$ cat src/rtl/uart_tx_arbiter_if.sv
// Bundles both byte clients and the shared transmitter handshake.
// The arbiter is the slave; the client/transmitter side is the master.
interface uart_tx_arbiter_if;
    logic       REQ0;
    logic [7:0] DATA0;
    logic       ACK0;
    logic       REQ1;
    logic [7:0] DATA1;
    logic       ACK1;
    logic       TX_REQ;
    logic [7:0] TX_DATA;
    logic       TX_ACK;
    logic       TX_SRC;
    logic       BUSY;
    logic       ERR;
    logic [7:0] CNT0;
    logic [7:0] CNT1;

    modport slave (
        input  REQ0, DATA0, REQ1, DATA1, TX_ACK,
        output ACK0, ACK1, TX_REQ, TX_DATA, TX_SRC, BUSY, ERR, CNT0, CNT1
    );

    modport master (
        output REQ0, DATA0, REQ1, DATA1, TX_ACK,
        input  ACK0, ACK1, TX_REQ, TX_DATA, TX_SRC, BUSY, ERR, CNT0, CNT1
    );
endinterface

$ cat src/rtl/uart_tx_arbiter.sv
// Round-robin arbiter sharing one four-phase REQ/ACK UART transmitter
// between two byte clients, with a watchdog on the transmitter ack.
module uart_tx_arbiter #(
    parameter logic [15:0] TIMEOUT = 16'd5000
) (
    input  logic             clk,
    input  logic             clr,
    uart_tx_arbiter_if.slave bus
);
    // state | meaning
    // IDLE  | waiting for a client request
    // TXH   | TX_REQ high, waiting for TX_ACK=1 (watchdog running)
    // TXL   | TX_REQ low, waiting for TX_ACK=0
    // CACK  | client ACK high, waiting for client REQ=0
    typedef enum logic [1:0] {IDLE, TXH, TXL, CACK} state_e;

    state_e      state_q, state_d;
    logic        gnt_src;
    logic        ptr_q, ptr_d;
    logic        tx_req_q, tx_req_d;
    logic [7:0]  tx_data_q, tx_data_d;
    logic        tx_src_q, tx_src_d;
    logic        ack0_q, ack0_d;
    logic        ack1_q, ack1_d;
    logic        busy_q, busy_d;
    logic        err_q, err_d;
    logic [7:0]  cnt0_q, cnt0_d;
    logic [7:0]  cnt1_q, cnt1_d;
    logic [15:0] wd_q, wd_d;
    logic        req_src;
    logic        wd_hit;

    assign req_src = tx_src_q ? bus.REQ1 : bus.REQ0;
    assign wd_hit  = (TIMEOUT != 16'd0) && (wd_q == TIMEOUT - 16'd1);

    always_ff @(posedge clk or negedge clr) begin
        if (!clr) begin
            state_q   <= IDLE;
            ptr_q     <= 1'b1;
            tx_req_q  <= 1'b0;
            tx_data_q <= 8'd0;
            tx_src_q  <= 1'b0;
            ack0_q    <= 1'b0;
            ack1_q    <= 1'b0;
            busy_q    <= 1'b0;
            err_q     <= 1'b0;
            cnt0_q    <= 8'd0;
            cnt1_q    <= 8'd0;
            wd_q      <= 16'd0;
        end else begin
            state_q   <= state_d;
            ptr_q     <= ptr_d;
            tx_req_q  <= tx_req_d;
            tx_data_q <= tx_data_d;
            tx_src_q  <= tx_src_d;
            ack0_q    <= ack0_d;
            ack1_q    <= ack1_d;
            busy_q    <= busy_d;
            err_q     <= err_d;
            cnt0_q    <= cnt0_d;
            cnt1_q    <= cnt1_d;
            wd_q      <= wd_d;
        end
    end

    // On a tie the client that was not served last wins.
    always_comb begin
        state_d = state_q;
        gnt_src = 1'b0;
        case (state_q)
            IDLE: begin
                if (bus.REQ0 && (!bus.REQ1 || ptr_q)) begin
                    gnt_src = 1'b0;
                    state_d = TXH;
                end else if (bus.REQ1) begin
                    gnt_src = 1'b1;
                    state_d = TXH;
                end
            end
            TXH: begin
                if (bus.TX_ACK)  state_d = TXL;
                else if (wd_hit) state_d = CACK;
            end
            TXL:     if (!bus.TX_ACK) state_d = CACK;
            CACK:    if (!req_src)    state_d = IDLE;
            default: state_d = IDLE;
        endcase
    end

    always_comb begin
        ptr_d     = ptr_q;
        tx_req_d  = tx_req_q;
        tx_data_d = tx_data_q;
        tx_src_d  = tx_src_q;
        ack0_d    = ack0_q;
        ack1_d    = ack1_q;
        err_d     = err_q;
        cnt0_d    = cnt0_q;
        cnt1_d    = cnt1_q;
        wd_d      = wd_q;
        busy_d    = (state_d != IDLE);
        case (state_q)
            IDLE: begin
                if (state_d == TXH) begin
                    tx_req_d  = 1'b1;
                    tx_src_d  = gnt_src;
                    tx_data_d = gnt_src ? bus.DATA1 : bus.DATA0;
                    wd_d      = 16'd0;
                end
            end
            TXH: begin
                if (state_d == TXL) begin
                    tx_req_d = 1'b0;
                end else if (state_d == CACK) begin
                    // Watchdog abort: release the client as if the byte had gone out.
                    tx_req_d = 1'b0;
                    err_d    = 1'b1;
                    ack0_d   = ~tx_src_q;
                    ack1_d   = tx_src_q;
                end else if (wd_q != 16'hFFFF) begin
                    wd_d = wd_q + 16'd1;
                end
            end
            TXL: begin
                if (state_d == CACK) begin
                    ack0_d = ~tx_src_q;
                    ack1_d = tx_src_q;
                end
            end
            CACK: begin
                if (state_d == IDLE) begin
                    ack0_d = 1'b0;
                    ack1_d = 1'b0;
                    ptr_d  = tx_src_q;
                    if (tx_src_q) cnt1_d = cnt1_q + 8'd1;
                    else          cnt0_d = cnt0_q + 8'd1;
                end
            end
            default: ;
        endcase
    end

    assign bus.ACK0    = ack0_q;
    assign bus.ACK1    = ack1_q;
    assign bus.TX_REQ  = tx_req_q;
    assign bus.TX_DATA = tx_data_q;
    assign bus.TX_SRC  = tx_src_q;
    assign bus.BUSY    = busy_q;
    assign bus.ERR     = err_q;
    assign bus.CNT0    = cnt0_q;
    assign bus.CNT1    = cnt1_q;
endmodule

$ cat src/flat_wrapper.sv
// flat-port wrapper written by rule: the top's interface ports become plain ports
module uart_tx_arbiter_flat 
#(
    parameter logic [15:0] TIMEOUT = 16'd5000
)
  (clk, clr, bus_REQ0, bus_DATA0, bus_REQ1, bus_DATA1, bus_TX_ACK, bus_ACK0, bus_ACK1, bus_TX_REQ, bus_TX_DATA, bus_TX_SRC, bus_BUSY, bus_ERR, bus_CNT0, bus_CNT1);
  uart_tx_arbiter_if bus_i ();
  input  logic clk;
  input  logic clr;
  input wire logic [$bits(bus_i.REQ0)-1:0] bus_REQ0;
  input wire logic [$bits(bus_i.DATA0)-1:0] bus_DATA0;
  input wire logic [$bits(bus_i.REQ1)-1:0] bus_REQ1;
  input wire logic [$bits(bus_i.DATA1)-1:0] bus_DATA1;
  input wire logic [$bits(bus_i.TX_ACK)-1:0] bus_TX_ACK;
  output wire logic [$bits(bus_i.ACK0)-1:0] bus_ACK0;
  output wire logic [$bits(bus_i.ACK1)-1:0] bus_ACK1;
  output wire logic [$bits(bus_i.TX_REQ)-1:0] bus_TX_REQ;
  output wire logic [$bits(bus_i.TX_DATA)-1:0] bus_TX_DATA;
  output wire logic [$bits(bus_i.TX_SRC)-1:0] bus_TX_SRC;
  output wire logic [$bits(bus_i.BUSY)-1:0] bus_BUSY;
  output wire logic [$bits(bus_i.ERR)-1:0] bus_ERR;
  output wire logic [$bits(bus_i.CNT0)-1:0] bus_CNT0;
  output wire logic [$bits(bus_i.CNT1)-1:0] bus_CNT1;
  assign bus_i.REQ0 = bus_REQ0;
  assign bus_i.DATA0 = bus_DATA0;
  assign bus_i.REQ1 = bus_REQ1;
  assign bus_i.DATA1 = bus_DATA1;
  assign bus_i.TX_ACK = bus_TX_ACK;
  assign bus_ACK0 = bus_i.ACK0;
  assign bus_ACK1 = bus_i.ACK1;
  assign bus_TX_REQ = bus_i.TX_REQ;
  assign bus_TX_DATA = bus_i.TX_DATA;
  assign bus_TX_SRC = bus_i.TX_SRC;
  assign bus_BUSY = bus_i.BUSY;
  assign bus_ERR = bus_i.ERR;
  assign bus_CNT0 = bus_i.CNT0;
  assign bus_CNT1 = bus_i.CNT1;
  uart_tx_arbiter #(.TIMEOUT(TIMEOUT)) u_core (.clk(clk), .clr(clr), .bus(bus_i));
endmodule
$ cat config.mk
export PLATFORM = sky130hd
export DESIGN_NAME = uart_tx_arbiter_flat
export DESIGN_NICKNAME = d
export VERILOG_FILES = /design/src/rtl/uart_tx_arbiter_if.sv /design/src/rtl/uart_tx_arbiter.sv /design/src/flat_wrapper.sv
export SDC_FILE = /design/constraint.sdc
export NUM_CORES = 1
export LEC_CHECK = 0
export CAP_MARGIN = 10
export CORE_MARGIN = 2
export CORE_UTILIZATION = 51
export CTS_CLUSTER_DIAMETER = 200
export DETAILED_ROUTE_END_ITERATION = 8
export PLACE_DENSITY = 0.8
export SETUP_SLACK_MARGIN = 0.5
export SYNTH_ARGS = -nofsm -noshare
export SYNTH_HDL_FRONTEND = slang
export SYNTH_SLANG_ARGS = --single-unit
$ cat constraint.sdc
create_clock -name clk -period 2.6 [get_ports clk]
set_input_delay 0.65 -clock clk [delete_from_list [all_inputs] [get_ports clk]]
set_output_delay 0.65 -clock clk [all_outputs]
set_load 0.005 [all_outputs]
After elaboration in Yosys (flattened, before gate mapping):

Cells that the tools add are included.

* $add $sub $neg: 3
* equal/unequal tests: 14
* multiplexer cells: 28
* bitwise gates (word level): 2
* reductions and logical operators: 16

Operator list (number)
* 2-to-1 mux 16 bit: 4
* case mux 16 bit (2 select lines): 1
* adder 16 x 1 -> 16 bit (second input constant): 1
* adder 8 x 1 -> 8 bit (second input constant): 2
* equality test 16 x 13 -> 1 bit (second input constant): 1
* inequality test 16 bit (second input constant): 1
* AND reduction 3 bit: 5
* 2-to-1 mux 1 bit: 12
* 2-to-1 mux 2 bit: 6
* equality test 2 bit (second input constant): 4
* 2-to-1 mux 8 bit: 1
* case mux 2 bit (4 select lines): 1
* inequality test 2 x 1 -> 1 bit (second input constant): 3
* case mux 1 bit (3 select lines): 2
* AND reduction 5 bit: 1
* equality test 2 x 1 -> 1 bit (second input constant): 2
* logical NOT 2 bit: 2
* inequality test 2 bit (second input constant): 2
* AND reduction 2 bit: 2
* nonzero test 2 bit: 2
* inequality test 3 x 1 -> 1 bit (second input constant): 1
* nonzero test 3 bit: 1
* inverter 1 bit: 2
* case mux 1 bit (2 select lines): 1
* other kinds (3): 3

* bits in registers: 49
* bits of input ports: 21
* output and inout port bits: 30
* logic and storage cells: 75

Longest topological paths before layout:

* word-level depth: 9
* depth in mapped cells: 9
* mapped depth without buffers: 6

Least setup slack after synthesis:

OpenSTA, ideal clock, no wires.

* path kind: reg-to-reg
* from: reg u_core.wd_q[0]
* to: reg u_core.wd_q[11]
* library setup time: 0.078 ns
* data arrival time: 1.967 ns
* data required time: 2.522 ns
* setup slack: 0.555 ns
* stages on the path, launching flop included: 8
* buffers on the path: 1
* clock period less this slack: 2.045 ns
* cells stage by stage: dfrtp_1 ha_1 nand4_1 and4b_1 o31a_1 buf_6 or4_1 a21oi_1

* longest elaborated chain between the ends: 7
* elaborated cells on any way between the ends: 18
* classes of those cells: 1 x add/sub; 9 x eq/ne; 7 x mux; 1 x reduce/logical

Ends and longest elaborated chain
* start, declared: RTL line uart_tx_arbiter.sv:29 `logic [15:0] wd_q, wd_d;`
* start signal, assigned: RTL line uart_tx_arbiter.sv:62 `wd_q <= wd_d;`
* equality test 16 x 13 -> 1 bit: RTL line uart_tx_arbiter.sv:34 `assign wd_hit = (TIMEOUT != 16'd0) && (wd_q == TIMEOUT - 16'd1);`
* 2-to-1 mux 2 bit: RTL line uart_tx_arbiter.sv:82 `else if (wd_hit) state_d = CACK;`
* 2-to-1 mux 2 bit: RTL line uart_tx_arbiter.sv:81 `if (bus.TX_ACK) state_d = TXL;`
* case mux 2 bit (4 select lines): RTL line uart_tx_arbiter.sv:70 `case (state_q)`
* equality test 2 bit, or another cell as far along: RTL line uart_tx_arbiter.sv:114 `end else if (state_d == CACK) begin`
* inequality test 2 bit (no line) or inequality test 2 x 1 -> 1 bit (tied branches)
* AND reduction 5 bit (no line)

Parallel ways exist; a longest one is shown, timed or not. The select of a mux whose other input is x is not followed.
A chain may end at the register's enable or synchronous reset.

Final worst setup path:

* from: in bus_TX_ACK
* to: reg u_core.wd_q[13]

* longest elaborated chain between the ends: 5
* elaborated cells on any way between the ends: 10
* classes of those cells: 6 x eq/ne; 3 x mux; 1 x reduce/logical

Ends and longest elaborated chain
* start, declared: RTL line flat_wrapper.sv:14 `input wire logic [$bits(bus_i.TX_ACK)-1:0] bus_TX_ACK;`
* 2-to-1 mux 2 bit, on equally long branches: RTL line uart_tx_arbiter.sv:84, uart_tx_arbiter.sv:81
* case mux 2 bit (4 select lines) *: RTL line uart_tx_arbiter.sv:70
* equality test 2 bit, or another cell as far along: RTL line uart_tx_arbiter.sv:114
* inequality test 2 bit (no line) or inequality test 2 x 1 -> 1 bit (tied branches)
* AND reduction 5 bit (no line) *

Mark *: on every way between the ends. The rest lies on a longest branch, timed or not.

==> summary.txt <==
Power and ir drop
  – Comb pwr share: 0.419
  – Internal Power: 1.72 mW
  – Pwr Density: around 840 nW/um^2
  – Sw frac: 0.359
  – Leak: approximately 1.4 nW
  – Sequential power share: 0.426
  – Clock power share: 0.155
  – Sw Pwr: about 0.97 mW
  – VDD IR-drop max: around 0.00052 V

Global route
  – Vias in the first global route: 1965
  – Largest net degree at the start of global routing: 26
  – Total track usage: 0.218
  – First-pass GRT wire length: 9180 um
  – Antenna violations before repair: 0
  – Total gr overflow: 0

Place
  – RD Place Congestion: 0.851
  – Placed cells: ~350
  – Detailed-placement wirelength estimate: 3770 um
  – Port Buf Inserts: 50

Yosys
  – Async set-reset flop share out of synthesis: 1.00
  – Yosys top cell by area: dfrtp_1
  – Post-synthesis sequential area ratio: 0.497
  – Number of synthesized register bits: between 40 and 50
  – Synth unique cells: 45
  – Ys Warns: 0
  – Syn Nets: about 280
  – Synth Instances: roughly 250
  – Post-Syn Area: between 2000 and 2500 um^2
  – Synth top area cells: dfrtp_1 49%, nand2_1 4.7%, o31ai_1 4.0%
  – Synthesized area per cell: between 9 and 10 um^2
  – Most used DFF post-synth: dfrtp_1
  – Area share of the largest cell type after synthesis: 0.486
  – Number of synthesized flops with an enable pin: 0

Floorplanning
  – I/O pin total: just over 50
  – Row cnt: 25
  – Core area: 4690 um^2
  – Overall die width: around 74 um
  – Vert. Die Dim: ~74 um
  – DIE AREA: between 5000 and 6000 um^2
  – Initial core utilization: 0.526

Timing
  – Setup TNS: 0 ps
  – Tmin final: approximately 2000 ps
  – Final setup viols: 0
  – Fmax: roughly 490 MHz
  – Unrepaired setup endpoints after global routing: yes
  – Final Max Slew Viols: 0
  – Slew margin rel.: 0.656
  – Fin. Hold Viols: 0
  – Clock Skews: between 6 and 7 ps
  – Slew @ Worst Pin: 516 ps
  – Fin crit share: 0.786

Route
  – Via count: between 2000 and 2500
  – WL met1: about 2400 um
  – Vias/cell: between 5 and 6
  – Pre-antenna DRT Iters: 4
  – Final wirelength: roughly 5600 um
  – Met3 wire length: approximately 310 um
  – Drt wl/cell: 15.3 um
  – Top Layer Used: met4
  – DRC viols: 0
  – Metal2 WL: 2750 um
  – Post-route ant nets: 0
  – DRT iter0 DRCs: 93

Run
  – Max-Cap Viols: 0

Cells and area
  – Share of cells above drive strength 1: 0.126
  – Non-filler cells, final: 363
  – Most common cell after layout, fill and taps aside: clkdlybuf4s50_1
  – Final nets: about 330
  – N_diodes: 0
  – Synthesis-to-layout area growth: 30.2%
  – Most frequent cells in the layout: 48 x clkdlybuf4s50_1, 47 x dfrtp_1, 30 x nand2_1, 15 x nor2_1, 13 x a21oi_1

Worst hold path
  – Hold crit path type: in -> async

Critical path
  – CP cell instances: clkdlybuf4s50_1 > o31a_4 > or4_1 > a21oi_1
  – Startpoint Class: input pin
  – Worst path required time: ~2800 ps
  – R2r worst-path depth: 6
  – Worst Path Class, Setup: in -> reg
  – Max Fanout on Critical Path: 6
  – Setup crit end kind: register
  – Crit path largest cell delay: ~540 ps
  – CP Data Arrival Time: around 2300 ps
  – CP max stage cell: clkdlybuf4s50_1

CTS
  – Clock transition at path regs: 90 ps
  – Clk buf depth: 2
  – CTS root buffer: clkbuf_8
  – Cts hold-fix bufs: 0
  – Worst-skew pair later-pin latency: 290 ps
  – TritonCTS buffer count: 5
  – CTS tree: done
  – # H-tree levels: 2
  – Sink Count: 49

Status
  – Run status: completed
## worst max-delay path, delay by kind of cell
kind            cells  cell delay (ps)
buf+inv             1              540
compound gates      2              570
simple gates        1              510
## timing repair
| action | CTS | global route |
|---|---|---|
| buffers inserted | 1 | 2 |
| pin swaps | 2 | 2 |
| setup endpoints to repair | 11 | 21 |
| cloned | 2 | 0 |
| resized for setup | 8 | 13 |
## kinds of logic after synthesis
group                    synth area share
buffers and inverters              0.0329
flip-flops                          0.497
XOR/XNOR                           0.0496
AO/OA/AOI/OAI                       0.143
multiplexers                       0.0410
adder cells (fa/ha/maj)            0.0152
AND/OR/NAND/NOR                     0.221
## state kept, by name, indices dropped and copies added (netlist names)
signal / cells
u_core.wd_q: 16
u_core.bus.CNT0: 8
u_core.bus.CNT1: 8
u_core.bus.TX_DATA: 8
u_core.state_q: 2
u_core.bus.ACK0: 1
u_core.bus.ACK1: 1
u_core.bus.BUSY: 1
u_core.bus.ERR: 1
u_core.bus.TX_REQ: 1
u_core.bus.TX_SRC: 1
u_core.ptr_q: 1
## final timing paths
path | start | to | slack [ps]
worst max-delay path | bus_TX_ACK | u_core.wd_q[13]$_DFFE_PN0P_ | 560
worst min-delay path | clr | u_core.bus.CNT1[5]$_DFFE_PN0P_ | 320
worst max register to register | u_core.wd_q[1]$_DFFE_PN0P_ | u_core.wd_q[13]$_DFFE_PN0P_ | 580
worst min register to register | u_core.bus.ERR$_DFFE_PN0P_ | u_core.bus.ERR$_DFFE_PN0P_ | 460
max in group asynchronous | clr | u_core.wd_q[0]$_DFFE_PN0P_ | 1660
min in group clk | u_core.bus.ERR$_DFFE_PN0P_ | u_core.bus.ERR$_DFFE_PN0P_ | 460
## cell usage after synthesis, types with 2 or more instances
cell type,number
a21oi_1,15
a31oi_1,4
a41o_1,3
and2_1,4
and3_1,3
and4_1,2
buf_2,5
buf_4,2
clkbuf_1,5
dfrtp_1,48
ha_1,3
inv_1,3
mux2i_1,9
nand2_1,31
nand2b_1,4
nand3_1,11
nand4_1,10
nor2_1,16
nor3_1,5
nor4b_1,2
o21ai_0,12
o31ai_1,13
or4_1,8
xnor2_1,11
xor2_1,3
## routing by layer
metal	vias up	global-route usage
met1	1032	0.292
met4	0	0.0707
li1	1046	-
met3	6	0.0549
met2	75	0.345
met5	-	0
## layout make-up
type	instances	area, um^2
tap	54	67.6
clock buffer	5	68.8
timing repair buffer	62	592
sequential	49	1230
fill	351	1480
multi-input combinational	189	1240
inverter	3	11.3
clock inverter	1	5.00
## metrics by stage
stage	total power [mW]	util	area [um^2]	setup slack, ps	hold slack, ps
floorplan	1.69	-	2470	555	354
global placement	2.13	0.646	3030	136	446
detailed placement	2.17	0.646	3030	74.0	443
CTS	2.66	0.673	3160	504	332
global route	2.88	0.685	3220	455	349
finish	2.69	0.685	3220	557	319
## power by group through the flow
stage               clock [mW]  sequential, mW  combinational (mW)
global placement             0            1.15               0.987
detailed placement           0            1.15                1.01
CTS                      0.426            1.14                1.10
global route             0.460            1.17                1.25
floorplan                    0            1.10               0.587
finish                   0.417            1.15                1.13
Note: power is estimated with default switching activity, not from simulation.
